### config.mk
export PLATFORM = sky130hd
export DESIGN_NAME = remote_comm
export DESIGN_NICKNAME = d
export VERILOG_FILES = /design/src/rtl/remote_comm.sv
export SDC_FILE = /design/constraint.sdc
export NUM_CORES = 1
export LEC_CHECK = 0
export BUFFER_PORTS_ARGS = -buffer_cell sky130_fd_sc_hd__buf_2
export CORE_AREA = 2 2 89 91
export DETAILED_ROUTE_END_ITERATION = 10
export DIE_AREA = 0 0 91 93
export PLACE_DENSITY_LB_ADDON = 0.05
export SYNTH_ARGS = -nofsm -noshare
export SYNTH_HDL_FRONTEND = slang
export SYNTH_SLANG_ARGS = --single-unit
### constraint.sdc
create_clock -name clk -period 3.8 [get_ports clk]
set_clock_uncertainty 0.1 [all_clocks]
set_input_delay 0.38 -clock clk [delete_from_list [all_inputs] [get_ports clk]]
set_output_delay 0.38 -clock clk [all_outputs]
set_load 0.01 [all_outputs]
### src/rtl/remote_comm.sv
// remote_comm: full-duplex UART (8N1) link to a robot.
// The transmitter sends a captured 16-bit command as two back-to-back bytes,
// high byte first. The receiver delivers one response byte at a time.
// Optional build macro REMOTE_COMM_FRAME_ERR_EN: when defined, a received
// frame whose stop bit is 0 is dropped, and the receiver waits for RX high.
module remote_comm #(
  parameter int BAUD_DIV = 2604
) (
  input  logic        clk,
  input  logic        rst,
  input  logic        RX,
  output logic        TX,
  input  logic [15:0] cmd,
  input  logic        snd_cmd,
  output logic        cmd_snt,
  output logic        resp_rdy,
  output logic [7:0]  resp
);

  localparam logic [11:0] BIT_LAST  = 12'(BAUD_DIV - 1);
  localparam logic [11:0] HALF_LAST = 12'(BAUD_DIV / 2 - 1);

  typedef enum logic [1:0] {IDLE, TX_HIGH, TX_LOW} tx_state_e;
  typedef enum logic [2:0] {RX_IDLE, RX_START, RX_DATA, RX_STOP, RX_WAIT} rx_state_e;

  tx_state_e   tx_state_q, tx_state_d;
  logic [11:0] tx_cnt_q, tx_cnt_d;
  logic [3:0]  tx_bit_q, tx_bit_d;
  logic [15:0] hold_q, hold_d;
  logic        tx_q, tx_d;
  logic        cmd_snt_q, cmd_snt_d;
  logic [7:0]  cur_byte;
  logic [3:0]  next_bit;
  logic        accept;

  rx_state_e   rx_state_q, rx_state_d;
  logic [11:0] rx_cnt_q, rx_cnt_d;
  logic [2:0]  rx_bit_q, rx_bit_d;
  logic [7:0]  shift_q, shift_d;
  logic        rx_done_q, rx_done_d;
  logic [7:0]  resp_q, resp_d;
  logic        resp_rdy_q, resp_rdy_d;
  logic        rx_s1_q, rx_s2_q, rx_s3_q;
  logic        rx_fall;
  logic        start_seen;

  assign accept  = snd_cmd && (tx_state_q == IDLE);
  assign rx_fall = rx_s3_q & ~rx_s2_q;

  assign TX       = tx_q;
  assign cmd_snt  = cmd_snt_q;
  assign resp_rdy = resp_rdy_q;
  assign resp     = resp_q;

  // Transmit next-state: bit timing, bit sequencing and the high/low byte handoff.
  always_comb begin
    tx_state_d = tx_state_q;
    tx_cnt_d   = tx_cnt_q;
    tx_bit_d   = tx_bit_q;
    hold_d     = hold_q;
    tx_d       = tx_q;
    cmd_snt_d  = cmd_snt_q;
    cur_byte   = (tx_state_q == TX_HIGH) ? hold_q[15:8] : hold_q[7:0];
    next_bit   = tx_bit_q + 4'd1;
    unique case (tx_state_q)
      IDLE: begin
        tx_d = 1'b1;
        if (snd_cmd) begin
          hold_d     = cmd;
          tx_state_d = TX_HIGH;
          tx_cnt_d   = 12'd0;
          tx_bit_d   = 4'd0;
          tx_d       = 1'b0;
          cmd_snt_d  = 1'b0;
        end
      end
      TX_HIGH, TX_LOW: begin
        if (tx_cnt_q == BIT_LAST) begin
          tx_cnt_d = 12'd0;
          if (tx_bit_q == 4'd9) begin
            tx_bit_d = 4'd0;
            if (tx_state_q == TX_HIGH) begin
              tx_state_d = TX_LOW;
              tx_d       = 1'b0;
            end else begin
              tx_state_d = IDLE;
              tx_d       = 1'b1;
              cmd_snt_d  = 1'b1;
            end
          end else begin
            tx_bit_d = next_bit;
            tx_d     = (next_bit == 4'd9) ? 1'b1 : cur_byte[tx_bit_q[2:0]];
          end
        end else begin
          tx_cnt_d = tx_cnt_q + 12'd1;
        end
      end
      default: tx_state_d = IDLE;
    endcase
  end

  // Transmit registers; reset aborts any frame and returns the line high.
  always_ff @(posedge clk or posedge rst) begin
    if (rst) begin
      tx_state_q <= IDLE;
      tx_cnt_q   <= 12'd0;
      tx_bit_q   <= 4'd0;
      hold_q     <= 16'h0000;
      tx_q       <= 1'b1;
      cmd_snt_q  <= 1'b0;
    end else begin
      tx_state_q <= tx_state_d;
      tx_cnt_q   <= tx_cnt_d;
      tx_bit_q   <= tx_bit_d;
      hold_q     <= hold_d;
      tx_q       <= tx_d;
      cmd_snt_q  <= cmd_snt_d;
    end
  end

  // Receive next-state: start detection, mid-bit sampling and response delivery.
  always_comb begin
    rx_state_d = rx_state_q;
    rx_cnt_d   = rx_cnt_q;
    rx_bit_d   = rx_bit_q;
    shift_d    = shift_q;
    rx_done_d  = 1'b0;
    resp_d     = resp_q;
    resp_rdy_d = resp_rdy_q;
    start_seen = 1'b0;
    unique case (rx_state_q)
      RX_IDLE: begin
        if (rx_fall) begin
          rx_state_d = RX_START;
          rx_cnt_d   = 12'd0;
          start_seen = 1'b1;
        end
      end
      RX_START: begin
        if (rx_cnt_q == HALF_LAST) begin
          rx_cnt_d   = 12'd0;
          rx_bit_d   = 3'd0;
          rx_state_d = rx_s2_q ? RX_IDLE : RX_DATA;
        end else begin
          rx_cnt_d = rx_cnt_q + 12'd1;
        end
      end
      RX_DATA: begin
        if (rx_cnt_q == BIT_LAST) begin
          rx_cnt_d = 12'd0;
          shift_d  = {rx_s2_q, shift_q[7:1]};
          if (rx_bit_q == 3'd7) begin
            rx_state_d = RX_STOP;
          end else begin
            rx_bit_d = rx_bit_q + 3'd1;
          end
        end else begin
          rx_cnt_d = rx_cnt_q + 12'd1;
        end
      end
      RX_STOP: begin
        if (rx_cnt_q == BIT_LAST) begin
          rx_cnt_d = 12'd0;
`ifdef REMOTE_COMM_FRAME_ERR_EN
          if (rx_s2_q) begin
            rx_done_d  = 1'b1;
            rx_state_d = RX_IDLE;
          end else begin
            rx_state_d = RX_WAIT;
          end
`else
          rx_done_d  = 1'b1;
          rx_state_d = RX_IDLE;
`endif
        end else begin
          rx_cnt_d = rx_cnt_q + 12'd1;
        end
      end
      RX_WAIT: begin
        if (rx_s2_q) rx_state_d = RX_IDLE;
      end
      default: rx_state_d = RX_IDLE;
    endcase
    if (rx_done_q) begin
      resp_d     = shift_q;
      resp_rdy_d = 1'b1;
    end else if (accept || start_seen) begin
      resp_rdy_d = 1'b0;
    end
  end

  // Receive registers plus RX synchronizer, preset high so reset release is quiet.
  always_ff @(posedge clk or posedge rst) begin
    if (rst) begin
      rx_s1_q    <= 1'b1;
      rx_s2_q    <= 1'b1;
      rx_s3_q    <= 1'b1;
      rx_state_q <= RX_IDLE;
      rx_cnt_q   <= 12'd0;
      rx_bit_q   <= 3'd0;
      shift_q    <= 8'h00;
      rx_done_q  <= 1'b0;
      resp_q     <= 8'h00;
      resp_rdy_q <= 1'b0;
    end else begin
      rx_s1_q    <= RX;
      rx_s2_q    <= rx_s1_q;
      rx_s3_q    <= rx_s2_q;
      rx_state_q <= rx_state_d;
      rx_cnt_q   <= rx_cnt_d;
      rx_bit_q   <= rx_bit_d;
      shift_q    <= shift_d;
      rx_done_q  <= rx_done_d;
      resp_q     <= resp_d;
      resp_rdy_q <= resp_rdy_d;
    end
  end

endmodule

### Word level (Yosys, flattened, before mapping)

Index checks and enable logic that the tools add are counted.

* $lt $le $gt $ge: 1
* eq/ne operators: 23
* add/sub/neg operators: 4
* multiplexer cells: 48
* reduce and logical (&&, ||, !) cells: 20
* bitwise operators: 2

Operators with widths (count)
* $mux 12: 5
* $pmux 12 s3: 1
* $mux 3: 9
* $add 12x1->12 const B: 2
* $eq 12x12->1 const B: 2
* $pmux 12 s2: 1
* $ne 2x2->1 const B: 11
* $mux 1: 16
* $pmux 3 s5: 1
* $eq 12x11->1 const B: 1
* $mux 4: 3
* $mux 2: 5
* $reduce_and 2->1: 5
* $eq 4x4->1 const B: 2
* $mux 8: 1
* $pmux 4 s2: 1
* $eq 3x2->1 const B: 2
* $eq 3x3->1 const B: 2
* $pmux 3 s2: 1
* $reduce_and 3->1: 2
* $reduce_and 6->1: 1
* $reduce_bool 2->1: 3
* $reduce_and 5->1: 1
* $add 4x1->4 const B: 1
* 17 further kinds: 19

* output and inout port bits: 11
* register bits after elaboration: 75

### Logic depth before layout (Yosys ltp)

Gate-level depths: netlist of the first run.

* depth in word-level cells: 8
* mapped depth: 9
* mapped depth without buffers: 7

### Least setup slack after synthesis of the first run

Ideal clock, no wire load.

* path type: flip-flop to flip-flop
* start: reg tx_state_q[0]
* end: reg tx_cnt_q[7]
* cell stages (with the launch flop): 9
* clock period less this slack: 1.871 ns
* arrival: 1.652 ns
* setup slack: 1.929 ns
* path buffers: 1
* cells stage by stage: dfrtp_1 > inv_1 > ha_1 > clkbuf_2 > mux2i_2 > nor3b_2 > and4_2 > xnor2_1 > nor2_1

* longest elaborated chain between the ends: 4
* elaborated cells on any way between the ends: 8
* those cells by class: eq/ne (3); mux (1); reduce/logical (4)

Ends and longest elaborated chain
* from (decl): RTL line 26 `tx_state_e tx_state_q, tx_state_d;`
* from (signal assigned): RTL line 112 `tx_state_q <= tx_state_d;`
* $eq 2x1->1 or $eq 2x2->1 (tied branches): RTL line 65 `unique case (tx_state_q)`
* $reduce_or 2->1: RTL line 65
* $reduce_bool 2->1 (no source line)
* $reduce_and 2->1 (no source line)
* to (signal assigned): RTL line 113 `tx_cnt_q <= tx_cnt_d;`
* to (decl): RTL line 27 `logic [11:0] tx_cnt_q, tx_cnt_d;`

Several ways; a longest one is shown, not always the timed one.
A chain may end at the register's enable or synchronous reset.

### Final worst setup path of the first run

* start: reg rx_cnt_q[0]
* end: reg rx_cnt_q[10]

* longest elaborated chain between the ends: 3
* elaborated cells on any way between the ends: 6
* those cells by class: add/sub (1); eq/ne (2); mux (3)

Ends and longest elaborated chain
* from (decl): RTL line 37 `logic [11:0] rx_cnt_q, rx_cnt_d;`
* from (signal assigned): RTL line 210 `rx_cnt_q <= rx_cnt_d;`
* $add 12x1->12, or another cell as far along: RTL line 145, 158, 176
* $mux 12 (on tied branches): RTL line 149, 162, 140
* $pmux 12 s3 *: RTL line 131 `unique case (rx_state_q)`

Mark *: on every way between the ends. The rest lies on a longest branch, timed or not.

==> impl_metrics.json, run 1 <==
{
  "die-height_um": 93,
  "rr_endpoint": "rx_cnt_q[10]",
  "crit_chain": "ha_1 -> and4bb_2 -> nand3_1 -> a21oi_1 -> o21ai_0",
  "tightest_slew_ps": 841,
  "fp.coreArea_sq_um": 7530,
  "hold_viol": 0,
  "r2r-start": "rx_cnt_q[0]",
  "setup_viol": 0,
  "yosys.area.top_type": "dfrtp_1",
  "drtIter0Drc": 108,
  "path_buf_inv": 0,
  "routabilityCongestion": 0.762,
  "area_growth_pct": 11.8,
  "yosys-top-cells-area": "dfrtp_1 47%, mux2_2 10%, ha_1 3.4%, o21ai_0 3.3%, nand2_1 3.1%",
  "clkTransAtPathRegs_ps": 80,
  "synth_enable_flop_cells": 0,
  "async_flop_share": 1.00,
  "overflow": 0,
  "outcome": "finished clean",
  "hold_path.class": "primary input to flip-flop",
  "cp_slowest_stage_delay_ps": 730,
  "wl_per_cell_um": 14.2,
  "grt_max_degree": 27,
  "postRouteAntennaNets": 0,
  "first_global_vias": 2472,
  "required_ps": 3890,
  "min_period_ps": 2360,
  "path_class": "flip-flop to flip-flop",
  "timing.final.crit_share": 0.622,
  "crit_family": "compound AO/OA/AOI/OAI gates",
  "cts_buffer_depth": 2,
  "netlist_area_sq_um": 3690,
  "crit_start": "rx_cnt_q[0]",
  "drt-total-wl_um": 6680,
  "setup_tns_ps": 0,
  "reg2regPathDepth": 5,
  "antenna_cells": 0,
  "fmax_ghz": 0.423,
  "slew_violations": 0,
  "ys_types": 50,
  "cap_violations": 0,
  "die_w_um": 91,
  "syn_inst": 328,
  "hold-path-endpoint": "hold_q[5]",
  "cts.sinks": 74,
  "min-delay-start": "cmd[5]",
  "n_fill_cell": 727,
  "startpoint_type": "flip-flop",
  "cts_tree": "built",
  "ys_seq_elements": 74,
  "cts_root_buf": "clkbuf_8",
  "yosys_warnings": 0,
  "whs_path_depth": 2,
  "yosysSeqAreaShare": 0.503,
  "rsz0062_at_grt": "no",
  "drc": 0,
  "synthFlopType": "dfrtp_1",
  "drive_above_1_share": 0.289,
  "worstPathArrival_ps": 2450,
  "cts_setup_buffers": 0,
  "powerDensity_nw_per_um2": 386,
  "cts_buffers": 9,
  "start_util": 0.490,
  "power_uw": 1590,
  "vdd_drop_max_mv": 0.238,
  "num_rows": 32,
  "cp_slowest_cell": "a21oi_1",
  "port_buffers": 30,
  "slew_headroom": 0.440,
  "nets": 392,
  "crit_path_end_kind": "flip-flop",
  "hpwl_um": 4690,
  "io_pins": 31,
  "final_cell_mix": "70 x dfrtp_1, 33 x mux2_2, 30 x nand2_1, 30 x buf_2, 24 x o21ai_0",
  "final_common_cell": "dfrtp_1",
  "grt_first_pass_wirelength_um": 11800,
  "syn_nets": 358,
  "cts-htree-levels": 3,
  "dr.pass1.iters": 6,
  "ff2ff_setup_slack_ps": 1440,
  "die_area_sq_um": 8460,
  "via_per_inst": 5.35,
  "cp_max_fo": 12,
  "antenna_found_initial": 0,
  "num_vias": 2510,
  "syn_avg_cell_area_sq_um": 11.2,
  "leakagePower_uw": 0.00192,
  "yosysTopAreaCellShare": 0.475,
  "cts-resized-gates": 0,
  "worstSkewPairLatency_ps": 350,
  "grt_usage": 0.176
}
==> synth_stat cells (3+ instances only) <==
| library cell | n |
|---|---|
| and4bb_2 | 3 |
| dfstp_2 | 4 |
| dfrtp_1 | 70 |
| inv_1 | 10 |
| nor2_1 | 23 |
| mux2_2 | 33 |
| nand2_1 | 30 |
| ha_1 | 10 |
| nand4_1 | 6 |
| clkbuf_1 | 5 |
| a21o_1 | 3 |
| nand3_1 | 12 |
| xor2_1 | 6 |
| nor3b_1 | 3 |
| nor2b_1 | 5 |
| mux2i_1 | 8 |
| xnor2_1 | 11 |
| and3_1 | 4 |
| nor3_1 | 8 |
| o21ai_0 | 24 |
| a21oi_1 | 9 |
==> metal layers <==
metal | track usage | up-vias | routed length, um
met1 | 0.235 | 1240 | 3170
met5 | 0 | - | 0
met3 | 0.0411 | 8 | 163
met4 | 0.0593 | 0 | 74
met2 | 0.283 | 24 | 3270
li1 | - | 1238 | -
==> worst max-delay path by stage <==
stage / endpoint / slack (ps) / depth (start not counted)
after floorplan: cmd_snt / 1450 / 1
after global placement: tx_bit_q[3] / 1470 / 7
final: rx_cnt_q[10] / 1440 / 5
after detailed placement: rx_cnt_q[6] / 1390 / 5
after CTS: rx_cnt_q[4] / 1390 / 5
after global routing: tx_bit_q[3] / 1190 / 7
==> area by class of cell <==
| cell class | instances | area [sq um] | share of cell area |
|---|---|---|---|
| well taps | 102 | 128 | 0.0309 |
| flip-flops and latches | 74 | 1860 | 0.450 |
| clock inverters | 5 | 37.5 | 0.00910 |
| inverters | 10 | 37.5 | 0.00910 |
| multi-input cells | 232 | 1730 | 0.420 |
| repair buffers | 35 | 193 | 0.0467 |
| clock buffers | 11 | 141 | 0.0343 |
==> worst reg2reg max path: cells and delay by family (launching register included) <==
family / cells / cell delay [ps]
AO/OA/AOI/OAI: 2 / 940
flip-flops: 1 / 440
AND/OR/NAND/NOR: 2 / 450
adder cells (fa/ha/maj): 1 / 270
==> kinds of logic (layout without fill, tap and decap cells) <==
group                    count (synthesis)  after routing  synth area share
AND/OR/NAND/NOR                        111            111             0.173
flip-flops                              74             74             0.503
AO/OA/AOI/OAI                           50             50            0.0834
multiplexers                            44             44             0.138
buffers and inverters                   22             61            0.0278
XOR/XNOR                                17             17            0.0404
adder cells (fa/ha/maj)                 10             10            0.0339
==> flip-flops by register name (all words and copies together), names as in the netlist, 2 cells and up <==
register,flops
shift_q,8
tx_cnt_q,12
tx_bit_q,4
resp,8
rx_state_q,2
hold_q,16
tx_state_q,2
rx_bit_q,3
rx_cnt_q,12
==> through the flow <==
| step | instances | util | cell area (sq um) | worst slack [ps] | hold WS (ps) |
|---|---|---|---|---|---|
| 4_1_cts | 468 | 0.547 | 4110 | 1390 | 1.93 |
| 5_1_grt | 469 | 0.548 | 4120 | 1190 | 139 |
| 3_3_place_gp | 451 | 0.521 | 3930 | 1470 | 247 |
| 6_report | 469 | 0.548 | 4120 | 1440 | 161 |
| 3_5_place_dp | 451 | 0.521 | 3930 | 1390 | 248 |
| 2_1_floorplan | 328 | - | 3690 | 1450 | 245 |
==> what timing repair did <==
item                                    4_1_cts  5_1_grt
hold buffers                                  1        1
endpoints found under the setup margin        0        0
endpoints found under the hold margin        21        1
==> where the power goes <==
part / internal (uW) / switching [uW]
clock: 257 / 299
combinational: 70.2 / 64.3
sequential: 825 / 75.4
(Power assumes the default switching activity.)
==> run 2, diff against run 1 <==
==> constraint.sdc (replaced) <==
create_clock -name clk -period 2.4 [get_ports clk]
set_clock_uncertainty 0.1 [all_clocks]
set_input_delay 0.24 -clock clk [delete_from_list [all_inputs] [get_ports clk]]
set_output_delay 0.24 -clock clk [all_outputs]
set_load 0.01 [all_outputs]
==> run 2 against run 1 <==
Setup slack worse by 1100 ps. Fmax increased by 13%. Hold slack worse by 140 ps. First-iteration DRC count shrank 46%. Sequential power is 58% higher. Cell count rose by 1.1%. Global-route usage up 0.12 points. Clock power is 69% higher. Critical endpoint is now TX. Non-clock buffer count is 5 higher. Highest routed layer unchanged. Wire length down 2.3%. Combinational power is 64% higher. Sequential share of layout area down 0.73 points.
==> impl_metrics.json, run 2 (synthesis results as in run 1) <==
{
  "top_register": "hold_q",
  "clkTransAtPathRegs_ps": 80,
  "die_w_um": 91,
  "drc": 0,
  "drt-total-wl_um": 6530,
  "fp.coreArea_sq_um": 7530,
  "setup_viol": 0,
  "crit_path_end_kind": "flip-flop",
  "grt_max_degree": 35,
  "worstSkewPairLatency_ps": 340,
  "drive_above_1_share": 0.298,
  "die-height_um": 93,
  "cts_tree": "built",
  "reg2regPathDepth": 6,
  "timing.final.crit_share": 0.869,
  "ff2ff_setup_slack_ps": 310,
  "final_cells": 474,
  "crit_start": "tx_state_q[1]",
  "rsz0062_at_grt": "no",
  "cp_max_fo": 9,
  "fmax_ghz": 0.480,
  "cap_violations": 0,
  "cts_setup_buffers": 0,
  "grt_usage": 0.177,
  "cts_buffer_depth": 2,
  "vdd_drop_max_mv": 0.428,
  "io_pins": 31,
  "start_util": 0.490,
  "num_vias": 2464,
  "largestRegisters": "hold_q (16), rx_cnt_q (12), tx_cnt_q (12)",
  "rr_endpoint": "TX",
  "cts-htree-levels": 3,
  "first_global_vias": 2507,
  "wl_per_cell_um": 13.8,
  "required_ps": 2590,
  "hpwl_um": 4650,
  "dr.pass1.iters": 4,
  "leakagePower_uw": 0.00195,
  "cts-resized-gates": 0,
  "cts_buffers": 9,
  "hold_path.class": "primary input to flip-flop",
  "path_class": "flip-flop to flip-flop",
  "postRouteAntennaNets": 0,
  "area_growth_pct": 13.6,
  "die_area_sq_um": 8460,
  "powerDensity_nw_per_um2": 616,
  "antenna_found_initial": 0,
  "outcome": "finished clean",
  "setup_tns_ps": 0,
  "overflow": 0,
  "cts_root_buf": "clkbuf_8",
  "slew_headroom": 0.602,
  "slew_violations": 0,
  "worstPathArrival_ps": 2270,
  "via_per_inst": 5.20,
  "port_buffers": 30,
  "dp_cells": 455,
  "hold-path-endpoint": "hold_q[12]",
  "r2r-start": "tx_state_q[1]",
  "grt_first_pass_wirelength_um": 11900,
  "whs_path_depth": 2,
  "largest_reg_flops": 16,
  "min-delay-start": "cmd[12]",
  "final_cell_mix": "70 x dfrtp_1, 33 x mux2_2, 30 x nand2_1, 30 x buf_2, 24 x o21ai_0",
  "routabilityCongestion": 0.781,
  "hold_viol": 0,
  "num_rows": 32,
  "antenna_cells": 0,
  "final_common_cell": "dfrtp_1",
  "nets": 397,
  "tightest_slew_ps": 596,
  "drtIter0Drc": 58,
  "startpoint_type": "flip-flop",
  "cts.sinks": 74,
  "n_fill_cell": 700,
  "min_period_ps": 2090
}
-- run 2: area by class of cell --
cell class	count	area (sq um)	area share
Sequential cell	74	1860	0.443
Multi-Input combinational cell	232	1730	0.413
Timing Repair Buffer	40	245	0.0585
Tap cell	102	128	0.0304
Clock buffer	9	124	0.0296
Clock inverter	7	70.1	0.0167
Inverter	10	37.5	0.00896
-- run 2: timing repair --
action,4_1_cts,5_1_grt
endpoints found under the hold margin,24,1
hold buffers,2,1
endpoints found under the setup margin,0,0
-- run 2: how the worst max path moves through the flow --
stage                     slack, ps          end
after floorplan                 180      cmd_snt
after global placement          380           TX
after detailed placement        320           TX
after CTS                       300           TX
after global routing            190  tx_bit_q[3]
final                           310           TX
-- run 2: worst max-delay path, stage by stage (launching register included) --
cell and delay [ps]:
dfrtp_1 380, inv_1 80, ha_1 500, mux2i_1 170, mux4_2 460, a22oi_1 190
o31a_1 150
-- run 2: through the flow --
stage | hold slack [ps] | instance area (sq um) | total power [uW] | setup WS (ps) | util
after floorplan | 144 | 3690 | 1590 | 185 | -
after global placement | 247 | 3970 | 1660 | 383 | 0.527
after detailed placement | 246 | 3970 | 1670 | 316 | 0.527
after CTS | 3.45 | 4180 | 2630 | 298 | 0.556
after global routing | 0.0784 | 4190 | 2730 | 193 | 0.557
final | 23.5 | 4190 | 2580 | 315 | 0.557
-- run 2: routing by layer --
layer / up-vias / GRT usage / wire length, um
met2: 20 / 0.277 / 3050
met5: - / 0 / 0
met4: 0 / 0.0530 / 78
li1: 1246 / - / -
met1: 1191 / 0.240 / 3220
met3: 7 / 0.0516 / 177
-- run 2: report_power, final --
part           switching [uW]  internal (uW)
Sequential                116           1310
Clock                     463            475
Combinational             105            116
Total                     684           1900
